### src/rtl/quad_pkg.sv
// Shared constants for the four-channel ESC PWM generator.
package quad_pkg;
    localparam int SPD_W    = 11;
    localparam int NUM_CH   = 4;
    localparam int WDOG_LIM = 4;
    localparam int WDOG_W   = $clog2(WDOG_LIM + 1);

    typedef enum logic [1:0] {CH_FRNT, CH_BCK, CH_LFT, CH_RGHT} ch_e;
endpackage

### src/rtl/esc_pwm.sv
// One ESC channel: shadow/active speed registers and the frame-aligned PWM flop.
module esc_pwm
    import quad_pkg::*;
#(
    parameter int PERIOD_W  = 20,
    parameter int MIN_PULSE = 50000,
    parameter int SPD_SH    = 4
) (
    input  logic                clk,
    input  logic                rst_n,
    input  logic [PERIOD_W-1:0] cnt,
    input  logic                tc,
    input  logic                wrt,
    input  logic                zero_ld,
    input  logic [SPD_W-1:0]    spd,
    output logic                pwm
);
    logic [SPD_W-1:0]    shadow;
    logic [SPD_W-1:0]    active;
    logic [PERIOD_W-1:0] pulse;
    logic [PERIOD_W-1:0] pulse_end;

    // Active only changes at terminal count, so the pulse width is fixed for a whole frame.
    assign pulse     = PERIOD_W'(MIN_PULSE) + (PERIOD_W'(active) << SPD_SH);
    assign pulse_end = pulse - PERIOD_W'(1);

    always_ff @(posedge clk or negedge rst_n) begin
        if (!rst_n) begin
            shadow <= '0;
            active <= '0;
            pwm    <= 1'b0;
        end else begin
            if (wrt)
                shadow <= spd;
            if (tc) begin
                if (zero_ld)
                    active <= '0;
                else if (wrt)
                    active <= spd;
                else
                    active <= shadow;
            end
            if (tc)
                pwm <= 1'b1;
            else if (cnt == pulse_end)
                pwm <= 1'b0;
        end
    end
endmodule

### src/rtl/esc_quad.sv
// Quad ESC PWM generator sharing one frame counter across four channels.
// Define ESC_WDOG_EN to zero all speeds after four frames with no write.
module esc_quad
    import quad_pkg::*;
#(
    parameter int PERIOD_W  = 20,
    parameter int MIN_PULSE = 50000,
    parameter int SPD_SH    = 4
) (
    input  logic             clk,
    input  logic             rst_n,
    input  logic             wrt,
    input  logic [SPD_W-1:0] frnt_spd,
    input  logic [SPD_W-1:0] bck_spd,
    input  logic [SPD_W-1:0] lft_spd,
    input  logic [SPD_W-1:0] rght_spd,
    output logic             frnt,
    output logic             bck,
    output logic             lft,
    output logic             rght,
    output logic             frm_end
);
    logic [PERIOD_W-1:0]          cnt;
    logic                         tc;
    logic                         zero_ld;
    logic [NUM_CH-1:0][SPD_W-1:0] spd_bus;
    logic [NUM_CH-1:0]            pwm;

    assign tc = &cnt;

    always_ff @(posedge clk or negedge rst_n) begin
        if (!rst_n) begin
            cnt     <= '0;
            frm_end <= 1'b0;
        end else begin
            cnt     <= cnt + PERIOD_W'(1);
            frm_end <= tc;
        end
    end

`ifdef ESC_WDOG_EN
    logic [WDOG_W-1:0] wd_cnt;
    logic              wd_seen;

    // A write anywhere in the closing frame (including at terminal count) keeps the link alive.
    assign zero_ld = tc && !wrt && !wd_seen && (wd_cnt >= WDOG_W'(WDOG_LIM - 1));

    always_ff @(posedge clk or negedge rst_n) begin
        if (!rst_n) begin
            wd_cnt  <= '0;
            wd_seen <= 1'b0;
        end else if (tc) begin
            wd_seen <= 1'b0;
            if (wrt || wd_seen)
                wd_cnt <= '0;
            else if (wd_cnt != WDOG_W'(WDOG_LIM))
                wd_cnt <= wd_cnt + WDOG_W'(1);
        end else if (wrt) begin
            wd_cnt  <= '0;
            wd_seen <= 1'b1;
        end
    end
`else
    assign zero_ld = 1'b0;
`endif

    assign spd_bus[CH_FRNT] = frnt_spd;
    assign spd_bus[CH_BCK]  = bck_spd;
    assign spd_bus[CH_LFT]  = lft_spd;
    assign spd_bus[CH_RGHT] = rght_spd;

    for (genvar i = 0; i < NUM_CH; i++) begin : g_ch
        esc_pwm #(
            .PERIOD_W (PERIOD_W),
            .MIN_PULSE(MIN_PULSE),
            .SPD_SH   (SPD_SH)
        ) u_pwm (
            .clk    (clk),
            .rst_n  (rst_n),
            .cnt    (cnt),
            .tc     (tc),
            .wrt    (wrt),
            .zero_ld(zero_ld),
            .spd    (spd_bus[i]),
            .pwm    (pwm[i])
        );
    end

    assign frnt = pwm[CH_FRNT];
    assign bck  = pwm[CH_BCK];
    assign lft  = pwm[CH_LFT];
    assign rght = pwm[CH_RGHT];
endmodule
### config.mk
export PLATFORM = sky130hd
export DESIGN_NAME = esc_quad
export DESIGN_NICKNAME = d
export VERILOG_FILES = /design/src/rtl/quad_pkg.sv /design/src/rtl/esc_pwm.sv /design/src/rtl/esc_quad.sv
export SDC_FILE = /design/constraint.sdc
export NUM_CORES = 1
export LEC_CHECK = 0
export CAP_MARGIN = 20
export CORE_MARGIN = 4
export CORE_UTILIZATION = 25
export DETAILED_ROUTE_END_ITERATION = 10
export REMOVE_ABC_BUFFERS = 1
export SLEW_MARGIN = 30
export SYNTH_ARGS = -nofsm -noshare
export SYNTH_HDL_FRONTEND = slang
export SYNTH_HIERARCHICAL = 1
export SYNTH_SLANG_ARGS = --single-unit
### constraint.sdc
create_clock -name clk -period 6.84 [get_ports clk]
set_clock_uncertainty 0.2 [all_clocks]
set_input_delay 0.684 -clock clk [delete_from_list [all_inputs] [get_ports clk]]
set_output_delay 0.684 -clock clk [all_outputs]
set_load 0.02 [all_outputs]
[Word level (Yosys, flattened, before mapping)]
Cells that the tools add are included.
Word-level totals
  bits of input ports: 47
  output and inout bits: 5
  register bits after elaboration: 113
Operators by class
  mux-type cells: 12
  reductions and logical operators: 5
  equality and inequality tests: 4
  add/sub/neg operators: 9
Operators with widths (number)
  == test 20 bit: 4
  subtractor 20 x 1 -> 20 bit (second input constant): 4
  adder 16 x 15 -> 17 bit (first input constant): 4
  2-to-1 mux 11 bit: 4
  adder 20 x 1 -> 20 bit (second input constant): 1
  AND reduction 20 bit: 1
  2-to-1 mux 1 bit: 8
  nonzero test 2 bit: 4

[Depth between registers and ports, before layout]
  depth in word-level cells: 5
  mapped depth: 8

[Hierarchy]
The synthesis kept the hierarchy.
Modules (own cells, without submodules)
  esc_pwm: seq. area each 575.6 um^2, area an instance 1243.7 um^2, cells each 120, instances 4
  esc_quad: seq. area each 525.5 um^2, area an instance 909.6 um^2, cells each 75, instances 1

[Worst setup path after synthesis]
Ideal clock, no wire load.
  path type: register to register
  start: register cnt[11]
  end: register g_ch[0].u_pwm.active[0]
  arrival: 2.068 ns
  setup slack: 4.489 ns
  path buffers: 1
  period minus slack after synthesis: 2.351 ns
  required time: 6.557 ns
  cell stages (with the launch flop): 8
  path through: dfrtp_1 -> nand2_2 -> nor4_4 -> and3_1 -> nand2b_1 -> clkbuf_1 -> nand2b_1 -> o21ai_0
On the way
  cells in the longest elaborated chain, start to end: 1
Ends and longest elaborated chain
  start: declaration: line esc_quad.sv:23  | logic [PERIOD_W-1:0] cnt;
  start signal: assignment: line esc_quad.sv:36  | cnt <= cnt + PERIOD_W'(1);
  AND reduction 20 bit: line esc_quad.sv:29  | assign tc = &cnt;
  via tc: line esc_quad.sv:24  | logic tc;
  end signal: assignment: line esc_pwm.sv:39  | active <= spd;
  end signal: assignment: line esc_pwm.sv:41  | active <= shadow;
  end: declaration: line esc_pwm.sv:19  | logic [SPD_W-1:0] active;
The timed path passes the listed nets, and every way through them passes these cells.
A chain may end at the register's enable or synchronous reset.

[Worst setup path in the final report]
  start: register cnt[11]
  end: register g_ch[3].u_pwm.active[10]
On the way
  cells in the longest elaborated chain, start to end: 1
Ends and longest elaborated chain (line)
  AND reduction 20 bit: esc_quad.sv:29
  via tc: esc_quad.sv:24
  end signal: assignment: esc_pwm.sv:39
  end signal: assignment: esc_pwm.sv:41
  end: declaration: esc_pwm.sv:19
The timed path passes the listed nets, and every way through them passes these cells.

==> impl_metrics.json <==
{
  "critPathLaunch": "cnt[11]",
  "dp_hpwl_mm": 8.86,
  "wl_per_cell_um": 13.7,
  "synth_largest_area_cell": "dfrtp_1",
  "yosys_warnings": 6,
  "synthArstFlopShare_pct": 100,
  "seq_power_share_pct": 39.4,
  "tritoncts": "built",
  "synth.area.top_cells": "dfrtp_1 48%, mux2_2 9.2%, xnor2_1 6.4%, nand2b_1 5.1%, xor2_1 4.6%",
  "path_buf_inv": 1,
  "finalSetupViolations": 0,
  "post_cts_resize_count": 0,
  "leakagePower_uw": 0.00319,
  "crit_path_top_delay_cell": "dfrtp_1",
  "regArea_um2": 2830,
  "crit_chain": "nand2_2 > nor4_4 > and3_1 > buf_4 > nand2b_1 > nand2b_1 > o21ai_0",
  "vias_per_cell": 4.30,
  "fin_crit_ns": 2.77,
  "endpoint_kind": "flop",
  "switching_power_uw": 340,
  "relSlewSlack_pct": 47.6,
  "p_int_uw": 1440,
  "grt_pass1_vias": 4283,
  "yosysMostFrequentCell": "dfrtp_1",
  "gp_congestion": 0.796,
  "initial_core_util_pct": 25.7,
  "grt_usage_pct": 10.5,
  "synthDistinctLibCells": 37,
  "final_area_um2": 7440,
  "fin_crit_sh_pct": 40.6,
  "syn_area_um2": 5880,
  "boundaryPins": 52,
  "cts-htree-levels": 4,
  "grt-ovfl-total": 0,
  "synthCells": 555,
  "yosysTopAreaCellShare_pct": 48.1,
  "synth-seq-cells": 113,
  "p_comb_share_pct": 4.6,
  "yosysSeqAreaShare_pct": 48.1,
  "max_freq_mhz": 360,
  "synth_common_cells": "113 x dfrtp_1, 50 x inv_1, 48 x mux2_2, 48 x nand2b_1, 44 x o21ai_0",
  "die_area_um2": 26100,
  "grt_pass1_wl_mm": 21.9,
  "synth_edf_count": 0,
  "multiInputGateArea_um2": 2830,
  "r2r-start": "cnt[11]",
  "cp_common_cell": "nand2b_1",
  "clockBufferDepth": 2,
  "ant_nets": 0,
  "placed_area_um2": 6770,
  "drt_iter0_markers": 202,
  "crit_family": "simple AND/OR/NAND/NOR gates",
  "cts_num_sinks": 113,
  "syn_area_per_cell_um2": 10.6,
  "cts_setup_buffers": 0,
  "cts_buffers": 17,
  "syn_to_final_growth_pct": 26.4,
  "die_y_um": 161,
  "crit_path_max_incr_delay_ns": 0.85,
  "cts_hold_buffers": 0,
  "n_antenna_cell": 0,
  "tns_ns": 0,
  "grt_antenna_before_repair": 0,
  "p_clk_share_pct": 56.0,
  "fillCellCount": 2343,
  "cap_violations": 0,
  "vias": 4063,
  "drc": 0,
  "portBuffers": 51,
  "cp.arrival_ns": 2.90,
  "required_ns": 6.97,
  "grt_max_degree": 80,
  "critical_path.max_fanout": 30,
  "ir_worst_vdd_mv": 0.106,
  "tightest_slew_ns": 0.786,
  "die_w_um": 161,
  "hold_violations": 0,
  "finalMaxSlewViolations": 0,
  "final_net_count": 671,
  "core-area_um2": 22900,
  "drt_pass1_iterations": 5,
  "swShare_pct": 19.1,
  "start_kind": "flop",
  "clk_latency_ns": 0.41,
  "clockRootBuffer": "clkbuf_16",
  "min_path_type": "primary input to asynchronous set/reset pin",
  "postLayoutCoreUtil_pct": 32.5,
  "critPathKind": "flop to flop",
  "status": "completed",
  "rsz0062_at_grt": "no",
  "clk_pin_slew_ns": 0.05,
  "wirelength_mm": 13.0,
  "powerDensity_nw_per_um2": 239,
  "rows": 55,
  "ys.flop_type": "dfrtp_1",
  "drive_gt1_share_pct": 16.9
}
## layer usage
layer	vias to the layer above	GRT usage, %	wire [µm]
met3	12	3.16	551
met4	0	3.84	151
li1	2036	-	-
met1	1946	13.4	6160
met5	-	0	0
met2	69	16.8	6120
## state kept, by name, summed over array words and instances, names as in the netlist
name,count
g_ch.u_pwm/pwm,4
g_ch.u_pwm/active,44
g_ch.u_pwm/shadow,44
cnt,20
frm_end,1
## metrics by stage
stage / std cells / power [µW] / worst slack [ns] / hold slack, ns
2_1_floorplan: 546 / 744 / 3.97 / 0.188
3_3_place_gp: 913 / 796 / 4.16 / 0.282
3_5_place_dp: 913 / 798 / 4.08 / 0.287
4_1_cts: 945 / 1800 / 4.03 / 0.0221
5_1_grt: 945 / 1850 / 3.82 / 0.0458
6_report: 945 / 1780 / 4.07 / 0.00976
## final timing paths
| path | to | slack, ns | depth (start not counted) |
|---|---|---|---|
| worst max-delay path | g_ch[3].u_pwm/active[10] | 4.07 | 7 |
| worst min-delay path | g_ch[3].u_pwm/active[7] | 0.01 | 1 |
| worst max register to register | g_ch[3].u_pwm/active[10] | 4.07 | 7 |
| worst min register to register | g_ch[0].u_pwm/shadow[6] | 0.30 | 1 |
| max in group asynchronous | cnt[3] | 5.35 | 2 |
| min in group clk | g_ch[0].u_pwm/shadow[6] | 0.30 | 1 |
## power by group through the flow
stage,Clock [µW],Sequential [µW],Combinational [µW]
2_1_floorplan,0,710,33.3
3_3_place_gp,0,711,84.9
3_5_place_dp,0,712,85.6
4_1_cts,1020,701,86.2
5_1_grt,1050,703,93.2
6_report,997,701,82.1
## placed cells by master (no fill, tap or decap), drive strengths merged
master / synthesis / final
o311ai: 4 / 4
nand2b: 48 / 48
nor4: 6 / 6
clkinvlp: 0 / 1
nor2: 12 / 12
a21oi: 20 / 20
a211o: 4 / 4
o21ai: 44 / 44
o211ai: 4 / 4
clkinv: 0 / 4
mux2i: 4 / 4
or2b: 4 / 4
mux2: 52 / 52
xnor2: 43 / 43
clkbuf: 8 / 21
nor4b: 4 / 4
clkdlybuf4s50: 0 / 49
nand2: 30 / 30
buf: 4 / 5
nand3: 15 / 15
and3: 7 / 7
nor3: 9 / 9
or3: 4 / 4
bufinv: 0 / 6
conb: 1 / 4
nand4: 13 / 13
dfrtp: 113 / 113
a32oi: 4 / 4
a31oi: 8 / 8
ha: 5 / 5
nor3b: 4 / 4
xor2: 31 / 31
inv: 50 / 50
## layout make-up
| cell class | count | area share [%] |
|---|---|---|
| Multi-Input combinational cell | 383 | 38.1 |
| Sequential cell | 113 | 38.0 |
| Timing Repair Buffer | 54 | 7.15 |
| Clock buffer | 21 | 6.19 |
| Tap cell | 313 | 5.27 |
| Clock inverter | 11 | 2.79 |
| Inverter | 50 | 2.52 |
## cells by family (layout without fill, tap and decap cells)
family | after synthesis | count (layout) | share of synthesized area [%]
adders and majority gates | 5 | 5 | 1.06
and+or+nand+nor | 156 | 156 | 16.5
AOI/OAI and AO/OA | 88 | 88 | 8.59
other | 1 | 4 | 0.0637
DFF | 113 | 113 | 48.1
muxes | 56 | 56 | 10.6
xor gates and xnor gates | 74 | 74 | 11.0
buffers and inverters | 62 | 136 | 4.04
Note: power is estimated with default switching activity, not from simulation.
